`src/rtl/w80386_bus_read_arbiter_if.sv`:
```
// Handshake bundle for the w80386 core read-port arbiter: fetch and data
// requesters on one side, the single bus read port on the other.
interface w80386_bus_read_arbiter_if;
  logic        fetch_read_valid;
  logic [31:0] fetch_read_address;
  logic        fetch_read_ready;
  logic [31:0] fetch_read_data;
  logic        data_read_valid;
  logic [31:0] data_read_address;
  logic        data_read_ready;
  logic [31:0] data_read_data;
  logic        flush;
  logic        bus_read_vaild;
  logic        bus_read_ready;
  logic [31:0] bus_read_address;
  logic [31:0] bus_read_data;
  logic        bus_owner;

  // Arbiter side
  modport slave (
    input  fetch_read_valid, fetch_read_address, data_read_valid, data_read_address,
           flush, bus_read_ready, bus_read_data,
    output fetch_read_ready, fetch_read_data, data_read_ready, data_read_data,
           bus_read_vaild, bus_read_address, bus_owner
  );

  // Requesters and bus slave side
  modport master (
    output fetch_read_valid, fetch_read_address, data_read_valid, data_read_address,
           flush, bus_read_ready, bus_read_data,
    input  fetch_read_ready, fetch_read_data, data_read_ready, data_read_data,
           bus_read_vaild, bus_read_address, bus_owner
  );
endinterface

```
`src/rtl/w80386_bus_read_arbiter.sv`:
```
// Shares the core bus read port between instruction fetch and data reads:
// one outstanding transaction, data priority, starvation limit for fetch.
module w80386_bus_read_arbiter #(
  parameter int unsigned STARVE_LIMIT = 4
) (
  input  logic                         clock,
  input  logic                         reset,
  w80386_bus_read_arbiter_if.slave     bif
);

  typedef enum logic {S_IDLE, S_BUSY} state_t;

  localparam logic [3:0] LIMIT = 4'(STARVE_LIMIT);

  state_t      r_state;
  logic [31:0] r_addr;
  logic        r_owner;
  logic        r_discard;
  logic [3:0]  r_starve_cnt;

  logic w_busy;
  logic w_fetch_ok;
  logic w_force_fetch;
  logic w_grant_fetch;

  assign w_busy        = (r_state == S_BUSY);
  assign w_fetch_ok    = bif.fetch_read_valid & ~bif.flush;
  assign w_force_fetch = (r_starve_cnt == LIMIT) & w_fetch_ok;
  assign w_grant_fetch = w_force_fetch | (~bif.data_read_valid & w_fetch_ok);

  always_ff @(posedge clock or posedge reset) begin
    if (reset) begin
      r_state      <= S_IDLE;
      r_addr       <= '0;
      r_owner      <= 1'b0;
      r_discard    <= 1'b0;
      r_starve_cnt <= '0;
    end else begin
      case (r_state)
        S_IDLE: begin
          if (w_grant_fetch) begin
            r_state      <= S_BUSY;
            r_addr       <= bif.fetch_read_address;
            r_owner      <= 1'b0;
            r_discard    <= 1'b0;
            r_starve_cnt <= '0;
          end else if (bif.data_read_valid) begin
            r_state   <= S_BUSY;
            r_addr    <= bif.data_read_address;
            r_owner   <= 1'b1;
            r_discard <= 1'b0;
            if (bif.fetch_read_valid && (r_starve_cnt < LIMIT))
              r_starve_cnt <= r_starve_cnt + 4'd1;
          end
        end
        S_BUSY: begin
          // A flushed fetch still completes on the bus; only its strobe is dropped.
          if (bif.flush && !r_owner)
            r_discard <= 1'b1;
          if (bif.bus_read_ready)
            r_state <= S_IDLE;
        end
        default: r_state <= S_IDLE;
      endcase
    end
  end

  assign bif.bus_read_vaild   = w_busy;
  assign bif.bus_read_address = r_addr;
  assign bif.bus_owner        = r_owner;
  assign bif.data_read_ready  = w_busy & bif.bus_read_ready & r_owner;
  assign bif.fetch_read_ready = w_busy & bif.bus_read_ready & ~r_owner & ~r_discard & ~bif.flush;
  assign bif.fetch_read_data  = bif.bus_read_data;
  assign bif.data_read_data   = bif.bus_read_data;

endmodule

```
`src/flat_wrapper.sv`:
```
// flat-port wrapper written by rule: the top's interface ports become plain ports
module w80386_bus_read_arbiter_flat 
#(
  parameter int unsigned STARVE_LIMIT = 4
)
  (clock, reset, bif_fetch_read_valid, bif_fetch_read_address, bif_data_read_valid, bif_data_read_address, bif_flush, bif_bus_read_ready, bif_bus_read_data, bif_fetch_read_ready, bif_fetch_read_data, bif_data_read_ready, bif_data_read_data, bif_bus_read_vaild, bif_bus_read_address, bif_bus_owner);
  w80386_bus_read_arbiter_if bif_i ();
  input  logic clock;
  input  logic reset;
  input wire logic [$bits(bif_i.fetch_read_valid)-1:0] bif_fetch_read_valid;
  input wire logic [$bits(bif_i.fetch_read_address)-1:0] bif_fetch_read_address;
  input wire logic [$bits(bif_i.data_read_valid)-1:0] bif_data_read_valid;
  input wire logic [$bits(bif_i.data_read_address)-1:0] bif_data_read_address;
  input wire logic [$bits(bif_i.flush)-1:0] bif_flush;
  input wire logic [$bits(bif_i.bus_read_ready)-1:0] bif_bus_read_ready;
  input wire logic [$bits(bif_i.bus_read_data)-1:0] bif_bus_read_data;
  output wire logic [$bits(bif_i.fetch_read_ready)-1:0] bif_fetch_read_ready;
  output wire logic [$bits(bif_i.fetch_read_data)-1:0] bif_fetch_read_data;
  output wire logic [$bits(bif_i.data_read_ready)-1:0] bif_data_read_ready;
  output wire logic [$bits(bif_i.data_read_data)-1:0] bif_data_read_data;
  output wire logic [$bits(bif_i.bus_read_vaild)-1:0] bif_bus_read_vaild;
  output wire logic [$bits(bif_i.bus_read_address)-1:0] bif_bus_read_address;
  output wire logic [$bits(bif_i.bus_owner)-1:0] bif_bus_owner;
  assign bif_i.fetch_read_valid = bif_fetch_read_valid;
  assign bif_i.fetch_read_address = bif_fetch_read_address;
  assign bif_i.data_read_valid = bif_data_read_valid;
  assign bif_i.data_read_address = bif_data_read_address;
  assign bif_i.flush = bif_flush;
  assign bif_i.bus_read_ready = bif_bus_read_ready;
  assign bif_i.bus_read_data = bif_bus_read_data;
  assign bif_fetch_read_ready = bif_i.fetch_read_ready;
  assign bif_fetch_read_data = bif_i.fetch_read_data;
  assign bif_data_read_ready = bif_i.data_read_ready;
  assign bif_data_read_data = bif_i.data_read_data;
  assign bif_bus_read_vaild = bif_i.bus_read_vaild;
  assign bif_bus_read_address = bif_i.bus_read_address;
  assign bif_bus_owner = bif_i.bus_owner;
  w80386_bus_read_arbiter #(.STARVE_LIMIT(STARVE_LIMIT)) u_core (.clock(clock), .reset(reset), .bif(bif_i));
endmodule
```
`config.mk`:
```
export PLATFORM = sky130hd
export DESIGN_NAME = w80386_bus_read_arbiter_flat
export DESIGN_NICKNAME = d
export VERILOG_FILES = /design/src/rtl/w80386_bus_read_arbiter_if.sv /design/src/rtl/w80386_bus_read_arbiter.sv /design/src/flat_wrapper.sv
export SDC_FILE = /design/constraint.sdc
export NUM_CORES = 1
export LEC_CHECK = 0
export CAP_MARGIN = 20
export CORE_MARGIN = 3
export CORE_UTILIZATION = 34
export CTS_CLUSTER_DIAMETER = 50
export DETAILED_ROUTE_END_ITERATION = 6
export GPL_TIMING_DRIVEN = 0
export PLACE_DENSITY = 0.86
export SLEW_MARGIN = 20
export SYNTH_ARGS = -nofsm -noshare
export SYNTH_HDL_FRONTEND = slang
export SYNTH_SLANG_ARGS = --single-unit
```
`constraint.sdc`:
```
create_clock -name clock -period 2.5 [get_ports clock]
set_input_delay 0.5 -clock clock [delete_from_list [all_inputs] [get_ports clock]]
set_output_delay 0.5 -clock clock [all_outputs]
set_load 0.01 [all_outputs]
```
==> impl_table.tex <==
\begin{tabular}{lr}
\hline
Metric & Value \\
\hline
\multicolumn{2}{l}{\textbf{Critical path}} \\
Crit path DAT & 1.88 ns \\
Worst Path Required & 2.00 ns \\
Max stage delay on crit path & 0.59 ns \\
Worst reg2reg path startpoint & u\_core.r\_starve\_cnt[0]\$\_DFFE\_PP0P\_ \\
Type of origin of the critical path & input port \\
Cell seen most often among critical-path stages & sky130\_fd\_sc\_hd\_\_clkdlybuf4s50\_1 \\
Critical path type & in2out \\
Critical-path top delay cell & sky130\_fd\_sc\_hd\_\_clkdlybuf4s50\_1 \\
CP Capture Type & output pin \\
Launching element of the worst setup path & bif\_flush \\
Biggest fanout along the worst timing path & 4 \\
Sequence of cells on the critical path & clkdlybuf4s50\_1 -> nor4\_1 -> clkdlybuf4s50\_1 \\
\multicolumn{2}{l}{\textbf{Placement}} \\
Weighted congestion reported at the end of routability-driven placement & 0.712 \\
Placed cells & 494 \\
IO buf count & 169 \\
Detailed-placement wirelength estimate & 5.90 mm \\
Pre-CTS setup slack & 0.120 ns \\
\multicolumn{2}{l}{\textbf{Synth}} \\
Mux share of post-synthesis cell area & 0.491\% \\
Cell accounting for the most synthesized area & sky130\_fd\_sc\_hd\_\_dfrtp\_1 \\
Dominant cells by area after synthesis & sky130\_fd\_sc\_hd\_\_dfrtp\_1 43\%, sky130\_fd\_sc\_hd\_\_buf\_4 21\%, sky130\_fd\_sc\_hd\_\_nor2\_1 11\% \\
Most frequently used flop master after synthesis & sky130\_fd\_sc\_hd\_\_dfrtp\_1 \\
Synthesized area per cell & 9.28 um\^{}2 \\
Largest family of logic cells by synthesized area & buffers and inverters \\
Warning count from the yosys run & 0 \\
Fraction of the mapped netlist area in adder cells & 1.09\% \\
Number of different library cells in the post-synthesis netlist & 27 \\
Synth Net Count & 351 \\
Gate count of the mapped netlist & 247 \\
Proportion of netlist area held by the largest area contributor & 42.6\% \\
Most used standard cell by instance count after synthesis & sky130\_fd\_sc\_hd\_\_nor2\_1 \\
Number of register bits inferred by synthesis & 39 \\
Cell types with the highest counts after synthesis & 68 x sky130\_fd\_sc\_hd\_\_nor2\_1, 65 x sky130\_fd\_sc\_hd\_\_buf\_4, 39 x sky130\_fd\_sc\_hd\_\_dfrtp\_1 \\
Number of enable flip-flop cells after synthesis & 0 \\
Synth Area in Compound Gates & 15.9\% \\
Synth Area in Simple Gates & 14.8\% \\
Fraction of registers with async set/reset & 100\% \\
Sequential element share of the synthesized area & 42.6\% \\
Synthesized area & 2290 um\^{}2 \\
Parity-gate share of the synthesized area counting xor and xnor cells & 0\% \\
\multicolumn{2}{l}{\textbf{Clock tree}} \\
Maximum count of clock buffers along a single path & 2 \\
H-tree Lvls & 2 \\
Clock root buffer & sky130\_fd\_sc\_hd\_\_clkbuf\_8 \\
Post-CTS setup buffers & 0 \\
CTS-repair resized insts & 0 \\
Clock sink count & 39 \\
Clock tree from TritonCTS & done \\
Hold Buf Count CTS & 0 \\
Clock insertion delay at the later pin of the skew report & 0.28 ns \\
Clock buffer count from CTS & 5 \\
Clock slew at the register clock pins of the worst setup and hold paths & 0.07 ns \\
\multicolumn{2}{l}{\textbf{Timing}} \\
Relative max-transition margin & 68.5\% \\
Final Cycle Share & 95.1\% \\
Min Tclk post-route & 2.38 ns \\
TNS Setup & 0 ns \\
Hold\_ws & 0.509 ns \\
Final slew viol count & 0 \\
Count of endpoints failing setup in the final report & 0 \\
RSZ-0062 raised after global routing & no \\
Fin Clk Skew & 0.00257 ns \\
Hold Vio Cnt, Final & 0 \\
Highest achievable clock rate & 0.421 GHz \\
Measured slew at the worst slew-check pin & 0.472 ns \\
Setup slack of the critical path after layout & 0.122 ns \\
\multicolumn{2}{l}{\textbf{Worst hold path}} \\
Worst min-delay path startpoint & u\_core.bif.bus\_read\_address[19]\$\_DFFE\_PP0P\_ \\
Worst hold-check path type & reg2reg \\
\multicolumn{2}{l}{\textbf{Die}} \\
Number of primary I/O pins & 202 \\
Area of the die & 7760 um\^{}2 \\
Initial standard-cell utilization of the core & 35.5\% \\
Placeable core region & 6460 um\^{}2 \\
Die Width & 88.1 um \\
Cell Rows & 29 \\
DIE HEIGHT & 88.1 um \\
\multicolumn{2}{l}{\textbf{Power}} \\
Total power & 2.53 mW \\
Leakage & 1.84 nW \\
Max VDD drop & 0.276 mV \\
Power Density & 596 nW/um\^{}2 \\
\multicolumn{2}{l}{\textbf{Detailed routing}} \\
Detailed-route vias per instance & 4.54 \\
Via Count & 2,281 \\
Final routed DRC violation total & 0 \\
Detail Route Antenna Nets & 0 \\
Wirelength, routed & 7.04 mm \\
Routed wire per std cell & 14.0 um \\
DRC violation total after the first TritonRoute iteration & 22 \\
Router iterations before antenna repair & 5 \\
\multicolumn{2}{l}{\textbf{Cells and area}} \\
Area overhead of the layout relative to synthesis & 85.0\% \\
Fraction of layout instances using a drive strength above 1 & 23.3\% \\
Non-filler instance count after layout & 502 \\
Number of nets in the layout & 528 \\
Fillcell total & 534 \\
Antenna diode count & 0 \\
\multicolumn{2}{l}{\textbf{Global route}} \\
Overall fraction of global-route tracks in use & 17.4\% \\
Sum of overflow across all layers after global routing & 0 \\
Maximum number of pins on one net before global-route repair & 22 \\
Vias in the first global route & 2,415 \\
Number of antenna violations at the first check in global routing & 0 \\
Global-route wire length before repair & 10.7 mm \\
\multicolumn{2}{l}{\textbf{Outcome}} \\
Run status & finished clean \\
\multicolumn{2}{l}{\textbf{Run}} \\
Maximum capacitance violations & 0 \\
\hline
\end{tabular}
==> registers in the layout, summed over array words and instances, names as in the netlist <==
name / cells
u_core.bif.bus_owner: 1
u_core.r_starve_cnt: 4
u_core.r_discard: 1
u_core.bif.bus_read_address: 32
u_core.bif.bus_read_vaild: 1
==> layout make-up <==
class,instances,area [um^2],share of cell area [%]
clock buffers,6,72.6,1.71
inverters,6,22.5,0.531
well taps,77,96.3,2.27
flip-flops and latches,39,976,23.0
repair buffers,170,1720,40.5
clock inverters,2,60.1,1.42
multi-input cells,128,742,17.5
plain buffers,74,552,13.0
==> path summary, 6_finish.rpt <==
kind | endpoint | slack, ns | cells after the start
worst max-delay path | bif_fetch_read_ready | 0.12 | 3
min in group asynchronous | u_core.bif.bus_read_vaild$_DFF_PP0_ | 0.55 | 2
max in group asynchronous | u_core.bif.bus_read_address[24]$_DFFE_PP0P_ | 1.49 | 3
worst min-delay path | u_core.bif.bus_read_address[19]$_DFFE_PP0P_ | 0.51 | 2
worst max register to register | u_core.bif.bus_read_address[15]$_DFFE_PP0P_ | 0.82 | 7
worst min register to register | u_core.bif.bus_read_address[19]$_DFFE_PP0P_ | 0.51 | 2
==> power by group <==
group	total, mW	switching [mW]	internal [mW]	leakage, nW
sequential	0.890	0.0997	0.790	0.435
clock	0.609	0.210	0.399	0.0654
combinational	1.03	0.402	0.627	1.34
total	2.53	0.712	1.82	1.84
==> per-stage QoR <==
step | area, um^2 | utilization (%)
after floorplan | 2290 | -
after global placement | 4080 | 63.2
after detailed placement | 4110 | 63.6
after CTS | 4240 | 65.7
after global routing | 4240 | 65.7
final | 4240 | 65.7
==> logic make-up after synthesis <==
family          Yosys count
simple gates             80
buf+inv                  80
compound gates           45
flops                    39
mux                       1
fa+ha+maj                 2
==> placed cells by master (no fill, tap or decap), types with 2 or more instances in the layout <==
cell / netlist / final
sky130_fd_sc_hd__o22ai_2: 10 / 10
sky130_fd_sc_hd__o21ai_0: 3 / 3
sky130_fd_sc_hd__clkbuf_8: 0 / 5
sky130_fd_sc_hd__nor2b_1: 2 / 2
sky130_fd_sc_hd__a22o_1: 2 / 2
sky130_fd_sc_hd__o21a_1: 2 / 2
sky130_fd_sc_hd__nand2_1: 4 / 4
sky130_fd_sc_hd__bufinv_16: 0 / 2
sky130_fd_sc_hd__nor2_1: 68 / 68
sky130_fd_sc_hd__inv_1: 6 / 5
sky130_fd_sc_hd__dfrtp_1: 39 / 39
sky130_fd_sc_hd__o22ai_1: 22 / 22
sky130_fd_sc_hd__ha_1: 2 / 2
sky130_fd_sc_hd__buf_6: 3 / 3
sky130_fd_sc_hd__buf_4: 65 / 65
sky130_fd_sc_hd__buf_2: 6 / 6
sky130_fd_sc_hd__clkdlybuf4s50_1: 0 / 169
==> worst max-delay path: cells and delay by family <==
family	cells	cell delay (ns)
buffers and inverters	2	1.07
AND/OR/NAND/NOR	1	0.31
==> metal layers <==
| layer | vias to the layer above | share of wire, % | track usage [%] |
|---|---|---|---|
| met4 | 0 | 0.33 | 3.57 |
| met3 | 4 | 11 | 5.36 |
| met2 | 123 | 54 | 33.8 |
| met1 | 1045 | 35 | 18.4 |
| li1 | 1109 | - | - |
| met5 | - | 0 | 0 |
(Power assumes the default switching activity.)
